[config.mk]
export PLATFORM = sky130hd
export DESIGN_NAME = i2s_dac_tx
export DESIGN_NICKNAME = d
export VERILOG_FILES = /design/src/rtl/audipus_audio_pkg.sv /design/src/rtl/i2s_tx_timing.sv /design/src/rtl/i2s_dac_tx.sv
export SDC_FILE = /design/constraint.sdc
export NUM_CORES = 1
export LEC_CHECK = 0
export CORE_ASPECT_RATIO = 0.8
export CORE_UTILIZATION = 40
export DETAILED_ROUTE_END_ITERATION = 10
export MAX_ROUTING_LAYER = met4
export SYNTH_ARGS = -nofsm -noshare
export SYNTH_HDL_FRONTEND = slang
export SYNTH_SLANG_ARGS = --single-unit
[constraint.sdc]
create_clock -name clk -period 2.2 [get_ports clk]
set_input_delay 0.44 -clock clk [delete_from_list [all_inputs] [get_ports clk]]
set_output_delay 0.44 -clock clk [all_outputs]
set_load 0.05 [all_outputs]
[src/rtl/audipus_audio_pkg.sv]
// Shared audio constants and the I2S slot-position helper used by the
// receive path, AudioProcessing and the DAC transmitter.
package audipus_audio_pkg;

  localparam int I2S_SLOT_WIDTH        = 32;
  localparam int DAC_SAMPLE_WIDTH      = 24;
  localparam int I2S_CLK_DIV           = 2;
  localparam int AUDIO_CTRL_DAC_EN_BIT = 0;

  // Where a bclk period sits inside the stereo frame.
  typedef enum logic [1:0] {
    SLOT_GAP   = 2'd0,
    SLOT_LEFT  = 2'd1,
    SLOT_RIGHT = 2'd2
  } slot_phase_e;

  // Philips I2S: data starts one bclk after the lrclk change, so sample
  // bits occupy positions 1..data_w of each slot; everything else is padding.
  function automatic slot_phase_e slot_phase(input int unsigned bit_pos,
                                             input int unsigned slot_w,
                                             input int unsigned data_w);
    slot_phase_e ph;
    if ((bit_pos >= 32'd1) && (bit_pos <= data_w)) begin
      ph = SLOT_LEFT;
    end else if ((bit_pos >= slot_w + 32'd1) && (bit_pos <= slot_w + data_w)) begin
      ph = SLOT_RIGHT;
    end else begin
      ph = SLOT_GAP;
    end
    return ph;
  endfunction

endpackage

[src/rtl/i2s_tx_timing.sv]
// Bit/word clock generation for the DAC transmitter: clk divider, bclk,
// lrclk, the per-frame bit counter and the falling-edge / frame-load strobes.
module i2s_tx_timing
  import audipus_audio_pkg::*;
#(
  parameter int CLK_DIV    = I2S_CLK_DIV,
  parameter int SLOT_WIDTH = I2S_SLOT_WIDTH,
  parameter int CNT_W      = $clog2(2 * SLOT_WIDTH)
) (
  input  logic             clk,
  input  logic             reset_n,
  input  logic             enable,
  output logic             bclk,
  output logic             lrclk,
  output logic             fall_evt,
  output logic             load_evt,
  output logic [CNT_W-1:0] bit_cnt
);

  localparam int DIV_W = (CLK_DIV > 1) ? $clog2(CLK_DIV) : 1;
  localparam logic [DIV_W-1:0] DIV_LAST = DIV_W'(CLK_DIV - 1);
  localparam logic [CNT_W-1:0] CNT_LAST = CNT_W'(2 * SLOT_WIDTH - 1);
  localparam logic [CNT_W-1:0] CNT_SLOT = CNT_W'(SLOT_WIDTH);

  logic [DIV_W-1:0] div_cnt_r;
  logic             bclk_r;
  logic             lrclk_r;
  logic [CNT_W-1:0] bit_cnt_r;
  logic             div_term_s;

  // Strobes: a falling edge is a divider wrap while bclk is high; bit_cnt
  // holds the slot position that the upcoming falling edge will present.
  always_comb begin
    div_term_s = (div_cnt_r == DIV_LAST);
    fall_evt   = reset_n & enable & div_term_s & bclk_r;
    load_evt   = fall_evt & (bit_cnt_r == {CNT_W{1'b0}});
  end

  // Divider, bclk toggle, and lrclk/bit position advance on falling edges.
  always_ff @(posedge clk) begin
    if (!reset_n || !enable) begin
      div_cnt_r <= {DIV_W{1'b0}};
      bclk_r    <= 1'b0;
      lrclk_r   <= 1'b0;
      bit_cnt_r <= {CNT_W{1'b0}};
    end else begin
      if (div_term_s) begin
        div_cnt_r <= {DIV_W{1'b0}};
        bclk_r    <= ~bclk_r;
      end else begin
        div_cnt_r <= div_cnt_r + DIV_W'(1'b1);
      end
      if (fall_evt) begin
        lrclk_r   <= (bit_cnt_r >= CNT_SLOT);
        bit_cnt_r <= (bit_cnt_r == CNT_LAST) ? {CNT_W{1'b0}} : bit_cnt_r + CNT_W'(1'b1);
      end
    end
  end

  assign bclk    = bclk_r;
  assign lrclk   = lrclk_r;
  assign bit_cnt = bit_cnt_r;

endmodule

[src/rtl/i2s_dac_tx.sv]
// I2S transmitter for the PCM1792: one-entry stereo holding buffer with a
// valid/ready handshake, L/R shift registers, serial data mux and a sticky
// underrun flag. Clocking comes from i2s_tx_timing.
module i2s_dac_tx
  import audipus_audio_pkg::*;
#(
  parameter int CLK_DIV    = I2S_CLK_DIV,
  parameter int DATA_WIDTH = DAC_SAMPLE_WIDTH,
  parameter int SLOT_WIDTH = I2S_SLOT_WIDTH
) (
  input  logic                  clk,
  input  logic                  reset_n,
  input  logic                  enable,
  input  logic [DATA_WIDTH-1:0] sample_l,
  input  logic [DATA_WIDTH-1:0] sample_r,
  input  logic                  sample_valid,
  output logic                  sample_ready,
  output logic                  dac_bclk,
  output logic                  dac_lrclk,
  output logic                  dac_data,
  output logic                  frame_start,
  output logic                  underrun,
  input  logic                  underrun_clr
);

  localparam int CNT_W = $clog2(2 * SLOT_WIDTH);

  logic                  fall_evt;
  logic                  load_evt;
  logic [CNT_W-1:0]      bit_cnt;
  slot_phase_e           phase_s;

  logic                  buf_full_r;
  logic [DATA_WIDTH-1:0] buf_l_r;
  logic [DATA_WIDTH-1:0] buf_r_r;
  logic [DATA_WIDTH-1:0] shl_r;
  logic [DATA_WIDTH-1:0] shr_r;
  logic                  ready_r;
  logic                  data_r;
  logic                  frame_start_r;
  logic                  underrun_r;

  logic                  xfer_s;
  logic                  take_s;
  logic                  set_ur_s;
  logic                  buf_full_nxt_s;
  logic                  data_nxt_s;
  logic [DATA_WIDTH-1:0] shl_nxt_s;
  logic [DATA_WIDTH-1:0] shr_nxt_s;

  i2s_tx_timing #(
    .CLK_DIV    (CLK_DIV),
    .SLOT_WIDTH (SLOT_WIDTH),
    .CNT_W      (CNT_W)
  ) u_timing (
    .clk      (clk),
    .reset_n  (reset_n),
    .enable   (enable),
    .bclk     (dac_bclk),
    .lrclk    (dac_lrclk),
    .fall_evt (fall_evt),
    .load_evt (load_evt),
    .bit_cnt  (bit_cnt)
  );

  assign phase_s = slot_phase(32'(bit_cnt), SLOT_WIDTH, DATA_WIDTH);

  // Buffer occupancy: a transfer always fills it (even alongside an
  // empty-buffer load, whose frame goes out silent); a full load empties it.
  always_comb begin
    xfer_s   = sample_valid & ready_r;
    take_s   = load_evt & buf_full_r;
    set_ur_s = load_evt & ~buf_full_r;
    if (xfer_s) begin
      buf_full_nxt_s = 1'b1;
    end else if (take_s) begin
      buf_full_nxt_s = 1'b0;
    end else begin
      buf_full_nxt_s = buf_full_r;
    end
  end

  // Serial data: load the shift pair at frame start, shift MSB-first during
  // each slot's data window, drive zero in the padding bits.
  always_comb begin
    data_nxt_s = data_r;
    shl_nxt_s  = shl_r;
    shr_nxt_s  = shr_r;
    if (load_evt) begin
      data_nxt_s = 1'b0;
      if (take_s) begin
        shl_nxt_s = buf_l_r;
        shr_nxt_s = buf_r_r;
      end else begin
        shl_nxt_s = {DATA_WIDTH{1'b0}};
        shr_nxt_s = {DATA_WIDTH{1'b0}};
      end
    end else if (fall_evt) begin
      case (phase_s)
        SLOT_LEFT: begin
          data_nxt_s = shl_r[DATA_WIDTH-1];
          shl_nxt_s  = shl_r << 1'b1;
        end
        SLOT_RIGHT: begin
          data_nxt_s = shr_r[DATA_WIDTH-1];
          shr_nxt_s  = shr_r << 1'b1;
        end
        default: begin
          data_nxt_s = 1'b0;
        end
      endcase
    end else begin
      data_nxt_s = data_r;
    end
  end

  // State update; disable aborts the frame like reset but keeps underrun.
  always_ff @(posedge clk) begin
    if (!reset_n) begin
      buf_full_r    <= 1'b0;
      buf_l_r       <= {DATA_WIDTH{1'b0}};
      buf_r_r       <= {DATA_WIDTH{1'b0}};
      shl_r         <= {DATA_WIDTH{1'b0}};
      shr_r         <= {DATA_WIDTH{1'b0}};
      ready_r       <= 1'b0;
      data_r        <= 1'b0;
      frame_start_r <= 1'b0;
      underrun_r    <= 1'b0;
    end else if (!enable) begin
      buf_full_r    <= 1'b0;
      buf_l_r       <= {DATA_WIDTH{1'b0}};
      buf_r_r       <= {DATA_WIDTH{1'b0}};
      shl_r         <= {DATA_WIDTH{1'b0}};
      shr_r         <= {DATA_WIDTH{1'b0}};
      ready_r       <= 1'b0;
      data_r        <= 1'b0;
      frame_start_r <= 1'b0;
      underrun_r    <= underrun_r;
    end else begin
      buf_full_r    <= buf_full_nxt_s;
      if (xfer_s) begin
        buf_l_r <= sample_l;
        buf_r_r <= sample_r;
      end
      shl_r         <= shl_nxt_s;
      shr_r         <= shr_nxt_s;
      ready_r       <= ~buf_full_nxt_s;
      data_r        <= data_nxt_s;
      frame_start_r <= load_evt;
      if (set_ur_s) begin
        underrun_r <= 1'b1;
      end else if (underrun_clr) begin
        underrun_r <= 1'b0;
      end
    end
  end

  assign sample_ready = ready_r;
  assign dac_data     = data_r;
  assign frame_start  = frame_start_r;
  assign underrun     = underrun_r;

endmodule
==> results of run 1 <==
==> power by group through the flow <==
stage	clock network (mW)	logic [mW]	registers (mW)
6_report	1.66	0.230	2.02
3_5_place_dp	0	0.231	2.06
3_3_place_gp	0	0.229	2.06
5_1_grt	1.80	0.252	2.02
4_1_cts	1.71	0.232	2.02
2_1_floorplan	0	0.0874	2.07
==> state kept, by name, summed over array words and instances (netlist names), 6 cells and up <==
signal / count
buf_r_r: 24
shl_r: 24
buf_l_r: 24
u_timing.bit_cnt: 6
shr_r: 24
==> cell type report <==
type | count | area share, %
Sequential cell | 110 | 40.0
Multi-Input combinational cell | 369 | 36.0
Clock buffer | 12 | 4.84
Inverter | 4 | 0.273
Timing Repair Buffer | 75 | 14.9
Tap cell | 140 | 3.18
Clock inverter | 3 | 0.773
==> per-layer routing <==
| metal | routed length (um) | part of all wire, % | global-route usage (%) |
|---|---|---|---|
| met1 | 4820 | 50 | 24.1 |
| met2 | 4210 | 44 | 29.1 |
| met3 | 415 | 4.3 | 5.33 |
| met4 | 122 | 1.3 | 5.31 |
| met5 | 0 | 0 | - |
==> final timing paths <==
check | slack [ps] | startpoint | to
max | 190 | u_timing.bclk | dac_bclk
min | 460 | buf_r_r[8] | buf_r_r[8]
max reg2reg | 260 | u_timing.bit_cnt[0] | shr_r[13]
min reg2reg | 460 | buf_r_r[8] | buf_r_r[8]
==> metrics by stage <==
| step | worst slack (ps) | power (mW) | utilization [%] | hold WS, ps |
|---|---|---|---|---|
| floorplan | 305 | 2.15 | - | 436 |
| global placement | 95.6 | 2.29 | 49.5 | 442 |
| detailed placement | 7.11 | 2.30 | 49.5 | 449 |
| CTS | 159 | 3.96 | 52.5 | 460 |
| global route | 124 | 4.07 | 52.5 | 471 |
| finish | 192 | 3.91 | 52.5 | 457 |
==> worst min-delay path: stages, from the launching register on <==
cell and delay, ps:
dfxtp_1 310, nand2_1 50, a21oi_1 50
==> synth_stat cells, drive strengths merged, types with 3 or more instances <==
cell / number / area, sq um
buf: 18 / 120
and2: 3 / 18.8
o21ai: 26 / 130
xor2: 3 / 26.3
ha: 3 / 37.5
dfxtp: 110 / 2200
clkbuf: 30 / 113
inv: 4 / 15.0
a31oi: 24 / 150
a21oi: 75 / 375
nand4: 3 / 25.0
o221a: 23 / 259
nand3: 28 / 140
nand2: 154 / 578
nor2: 6 / 22.5
==> cell families (layout without fill, tap and decap cells) <==
kind of cell	count (synthesis)	in the layout	share of synthesized area (%)
buffers and inverters	52	94	5.61
and+or+nand+nor	203	203	19.6
xor gates and xnor gates	4	4	0.794
AOI/OAI and AO/OA	159	159	23.2
DFF	110	110	49.9
adders and majority gates	3	3	0.850
==> flow_summary.json, run 1 <==
{
  "outcome": "complete, no violations",
  "synth_nets": 587,
  "wl_per_cell_um": 13.4,
  "clk_pin_slew_worst_paths_ps": 70,
  "nNetsFinal": 625,
  "hold-path-cell-count": 2,
  "switching_share_pct": 20.7,
  "yosys_warnings": 0,
  "n_antenna_cell": 0,
  "cp_max_fo": 4,
  "drt_wl_total_mm": 9.57,
  "place_inst": 698,
  "drtAntennaViolNets": 0,
  "placed_cell_area_sq_um": 5190,
  "netlist_instances": 531,
  "overflow": 0,
  "numPortBuffers": 58,
  "tightestPinTransition_ps": 497,
  "clkSinkCount": 110,
  "row_count": 33,
  "start_util_pct": 42.1,
  "switchingPower_mw": 0.811,
  "grt_max_degree": 49,
  "cts_setup_buffers": 0,
  "ctsHoldBuffers": 0,
  "final-setup-viol-count": 0,
  "fmax_mhz": 498,
  "cts_tree": "built",
  "die_area_sq_um": 11500,
  "cts_htree_levels": 3,
  "post-route-min-period_ps": 2010,
  "finalMaxSlewViolations": 0,
  "antenna_found_initial": 0,
  "syn-cell-area_sq_um": 4420,
  "min_path_type": "reg -> reg",
  "reg2reg_depth": 7,
  "finalHoldViolCount": 0,
  "core_area_sq_um": 10500,
  "p_leak_nw": 1.81,
  "fill_cells": 1019,
  "ctsResizeCount": 0,
  "critical_path_arrival_ps": 1570,
  "grt_pass1_wl_mm": 16.6,
  "skew_ps": 7.40,
  "cp.buffers_inverters": 1,
  "pwr-share-seq_pct": 51.6,
  "cp-start-kind": "flip-flop",
  "grtUsageTotal_pct": 18.8,
  "multi_input_area_sq_um": 1980,
  "clockBufferDepth": 2,
  "critPathTopFamily": "buffers and inverters",
  "power_density_nw_per_um2": 711,
  "synthFlopType": "dfxtp_1",
  "cts_root_buf": "clkbuf_16",
  "worstPathRequired_ps": 1760,
  "cap_violations": 0,
  "syn_avg_cell_area_sq_um": 8.32,
  "finalInstanceArea_sq_um": 5500,
  "area_growth_syn_to_layout_pct": 24.7,
  "clk_latency_ps": 350,
  "async_reset_ff_share_pct": 0,
  "drc_errors": 0,
  "cp_cell_sequence": "clkdlybuf4s50_1",
  "fin_crit_sh_pct": 91.3,
  "ys_seq_elements": 110,
  "power_frac_clock_pct": 42.5,
  "dpl.hpwl_mm": 6.28,
  "worstSetupPathType": "reg -> out",
  "cp-end-kind": "output pin",
  "post_route_cells_drive_above_1_share_pct": 11.5,
  "synth_edf_count": 0,
  "final_cell_count_no_fill": 713,
  "max_slew_margin_pct": 66.8,
  "die_x_um": 119,
  "place.gp.congestion": 0.875,
  "cts_made_buffers": 9,
  "yosysSeqAreaShare_pct": 49.9,
  "final_cell_mix": "nand2_1, dfxtp_1, a21oi_1, clkdlybuf4s50_1, nand3_1",
  "ios": 59,
  "vias": 3759,
  "comb_power_share_pct": 5.9,
  "internal_power_mw": 3.10,
  "tns_ps": 0,
  "first_iter_violations": 258,
  "die_h_um": 96.0,
  "grt_pass1_vias": 3491,
  "cp.depth": 1,
  "slowest_stage": "clkdlybuf4s50_1",
  "final_common_cell": "nand2_1",
  "viasPerCell": 5.27,
  "rsz0062_at_grt": "false",
  "critical_path.max_stage_delay_ps": 830,
  "regArea_sq_um": 2200,
  "ir_drop_mv": 0.352,
  "yosysUniqueCellTypes": 42,
  "drt_first_pass_iters": 4
}
(Power assumes the default switching activity.)
==> run 2, diff against run 1 <==
--- a/config.mk
+++ b/config.mk
@@ -5,10 +5,13 @@
 export SDC_FILE = /design/constraint.sdc
 export NUM_CORES = 1
 export LEC_CHECK = 0
+export CELL_PAD_IN_SITES_DETAIL_PLACEMENT = 0
+export CELL_PAD_IN_SITES_GLOBAL_PLACEMENT = 1
 export CORE_ASPECT_RATIO = 0.8
 export CORE_UTILIZATION = 40
 export DETAILED_ROUTE_END_ITERATION = 10
 export MAX_ROUTING_LAYER = met4
+export PLACE_DENSITY_LB_ADDON = 0.1
 export SYNTH_ARGS = -nofsm -noshare
 export SYNTH_HDL_FRONTEND = slang
 export SYNTH_SLANG_ARGS = --single-unit
==> run 2 against run 1 <==
  * Sequential cell count unchanged
  * Final cell count increased by 0.28%
  * Register-to-register slack is essentially flat
  * Critical path depth unchanged
  * Fmax shrank 1.5%
  * Cell area is 0.34% lower
  * Via count decreased by 1.1%
  * Clock power is essentially flat
  * Die area unchanged
  * Critical path type unchanged
==> flow_summary.json, run 2 (same netlist as run 1, synthesis figures left out) <==
{
  "area_growth_syn_to_layout_pct": 24.2,
  "worstSetupPathType": "reg -> out",
  "cts_tree": "built",
  "cp.buffers_inverters": 1,
  "grt_max_degree": 50,
  "drt_wl_total_mm": 9.68,
  "cp-start-kind": "flip-flop",
  "die_h_um": 96.0,
  "max_slew_margin_pct": 66.2,
  "dpl.hpwl_mm": 6.09,
  "cts_made_buffers": 9,
  "post-route-min-period_ps": 2040,
  "ir_drop_mv": 0.418,
  "p_leak_nw": 1.79,
  "final_cell_mix": "nand2_1, dfxtp_1, a21oi_1, clkdlybuf4s50_1, nand3_1",
  "dp_slack_ps": 85.8,
  "numPortBuffers": 58,
  "place_inst": 699,
  "grt_pass1_vias": 3441,
  "ios": 59,
  "outcome": "complete, no violations",
  "final_cell_count_no_fill": 715,
  "clkSinkCount": 110,
  "finalMaxSlewViolations": 0,
  "critical_path.max_stage_delay_ps": 840,
  "grtUsageTotal_pct": 18.5,
  "fin_crit_sh_pct": 92.7,
  "grt_pass1_wl_mm": 16.4,
  "power_density_nw_per_um2": 709,
  "ctsHoldBuffers": 0,
  "row_count": 33,
  "drtAntennaViolNets": 0,
  "cp-end-kind": "output pin",
  "critPathTopFamily": "buffers and inverters",
  "final_common_cell": "nand2_1",
  "clockBufferDepth": 2,
  "final-setup-viol-count": 0,
  "fmax_mhz": 491,
  "ctsResizeCount": 0,
  "skew_ps": 6.13,
  "cp_max_fo": 3,
  "start_util_pct": 42.1,
  "clk_pin_slew_worst_paths_ps": 70,
  "cts_setup_buffers": 0,
  "core_area_sq_um": 10500,
  "die_x_um": 119,
  "rsz0062_at_grt": "false",
  "min_path_type": "reg -> reg",
  "n_antenna_cell": 0,
  "clk_latency_ps": 350,
  "fin_total_pwr_mw": 3.89,
  "cp_cell_sequence": "clkdlybuf4s50_1",
  "vias": 3718,
  "cts_htree_levels": 3,
  "overflow": 0,
  "finalHoldViolCount": 0,
  "wl_per_cell_um": 13.5,
  "slowest_stage": "clkdlybuf4s50_1",
  "cts_root_buf": "clkbuf_16",
  "place.gp.congestion": 0.884,
  "post_route_cells_drive_above_1_share_pct": 11.8,
  "die_area_sq_um": 11500,
  "antenna_found_initial": 0,
  "first_iter_violations": 258,
  "drc_errors": 0,
  "viasPerCell": 5.20,
  "worstPathRequired_ps": 1760,
  "setup_ws_ps": 161,
  "tns_ps": 0,
  "cap_violations": 0,
  "critical_path_arrival_ps": 1600,
  "nNetsFinal": 626,
  "tightestPinTransition_ps": 505,
  "drt_first_pass_iters": 4
}
==> run 2: changes by cell type in the layout (fill, tap and decap cells not counted), sizes merged <==
cell / previous run / this run
buf: 17 / 18
inv: 4 / 6
clkinv: 1 / 2
clkbuf: 12 / 9
clkinvlp: 1 / 2
==> run 2: power by group <==
part | switching, mW | internal, mW
Clock | 0.746 | 0.899
Sequential | 0.0129 | 2.01
Combinational | 0.102 | 0.123
Total | 0.861 | 3.03
==> run 2: worst register-to-register path, delay by kind of cell (launching register included) <==
kind | cells | cell delay (ps)
AO/OA/AOI/OAI | 1 | 290
flip-flops | 1 | 440
buffers and inverters | 2 | 300
adder cells (fa/ha/maj) | 1 | 230
AND/OR/NAND/NOR | 3 | 570
==> run 2: stage by stage <==
stage | utilization, % | cell area (sq um) | hold slack (ps)
after global routing | 52.3 | 5490 | 473
final | 52.3 | 5490 | 457
after detailed placement | 49.4 | 5180 | 448
after global placement | 49.4 | 5180 | 444
after CTS | 52.3 | 5490 | 460
after floorplan | - | 4420 | 436
==> run 2: routing by layer <==
layer | vias to the layer above | track usage, % | part of all wire, %
met5 | - | - | 0
met4 | 0 | 6.35 | 1.4
met3 | 12 | 4.15 | 4.3
met2 | 89 | 27.3 | 42
met1 | 1697 | 24.8 | 53
li1 | 1920 | - | -
==> run 2: layout make-up <==
cell class | instances | area [sq um]
clock buffer | 9 | 225
clock inverter | 7 | 82.6
fill | 1019 | 5000
inverter | 4 | 15.0
multi-input combinational | 369 | 1980
sequential | 110 | 2200
tap | 140 | 175
timing repair buffer | 76 | 803
==> run 2: final timing paths <==
kind                            start            to  slack (ps)  depth (start not counted)
setup / recovery         sample_ready  sample_ready         160                          1
hold / removal            buf_l_r[23]   buf_l_r[23]         460                          2
setup reg to reg  u_timing.bit_cnt[0]     shr_r[13]         270                          7
hold reg to reg           buf_l_r[23]   buf_l_r[23]         460                          2
==> run 3, diff against run 2 <==
--- a/config.mk
+++ b/config.mk
@@ -9,6 +9,7 @@
 export CELL_PAD_IN_SITES_GLOBAL_PLACEMENT = 1
 export CORE_ASPECT_RATIO = 0.8
 export CORE_UTILIZATION = 40
+export CTS_CLUSTER_DIAMETER = 200
 export DETAILED_ROUTE_END_ITERATION = 10
 export MAX_ROUTING_LAYER = met4
 export PLACE_DENSITY_LB_ADDON = 0.1
==> results of run 3 <==
Same layout as run 2: the final DEF is identical, and so are final timing and power.
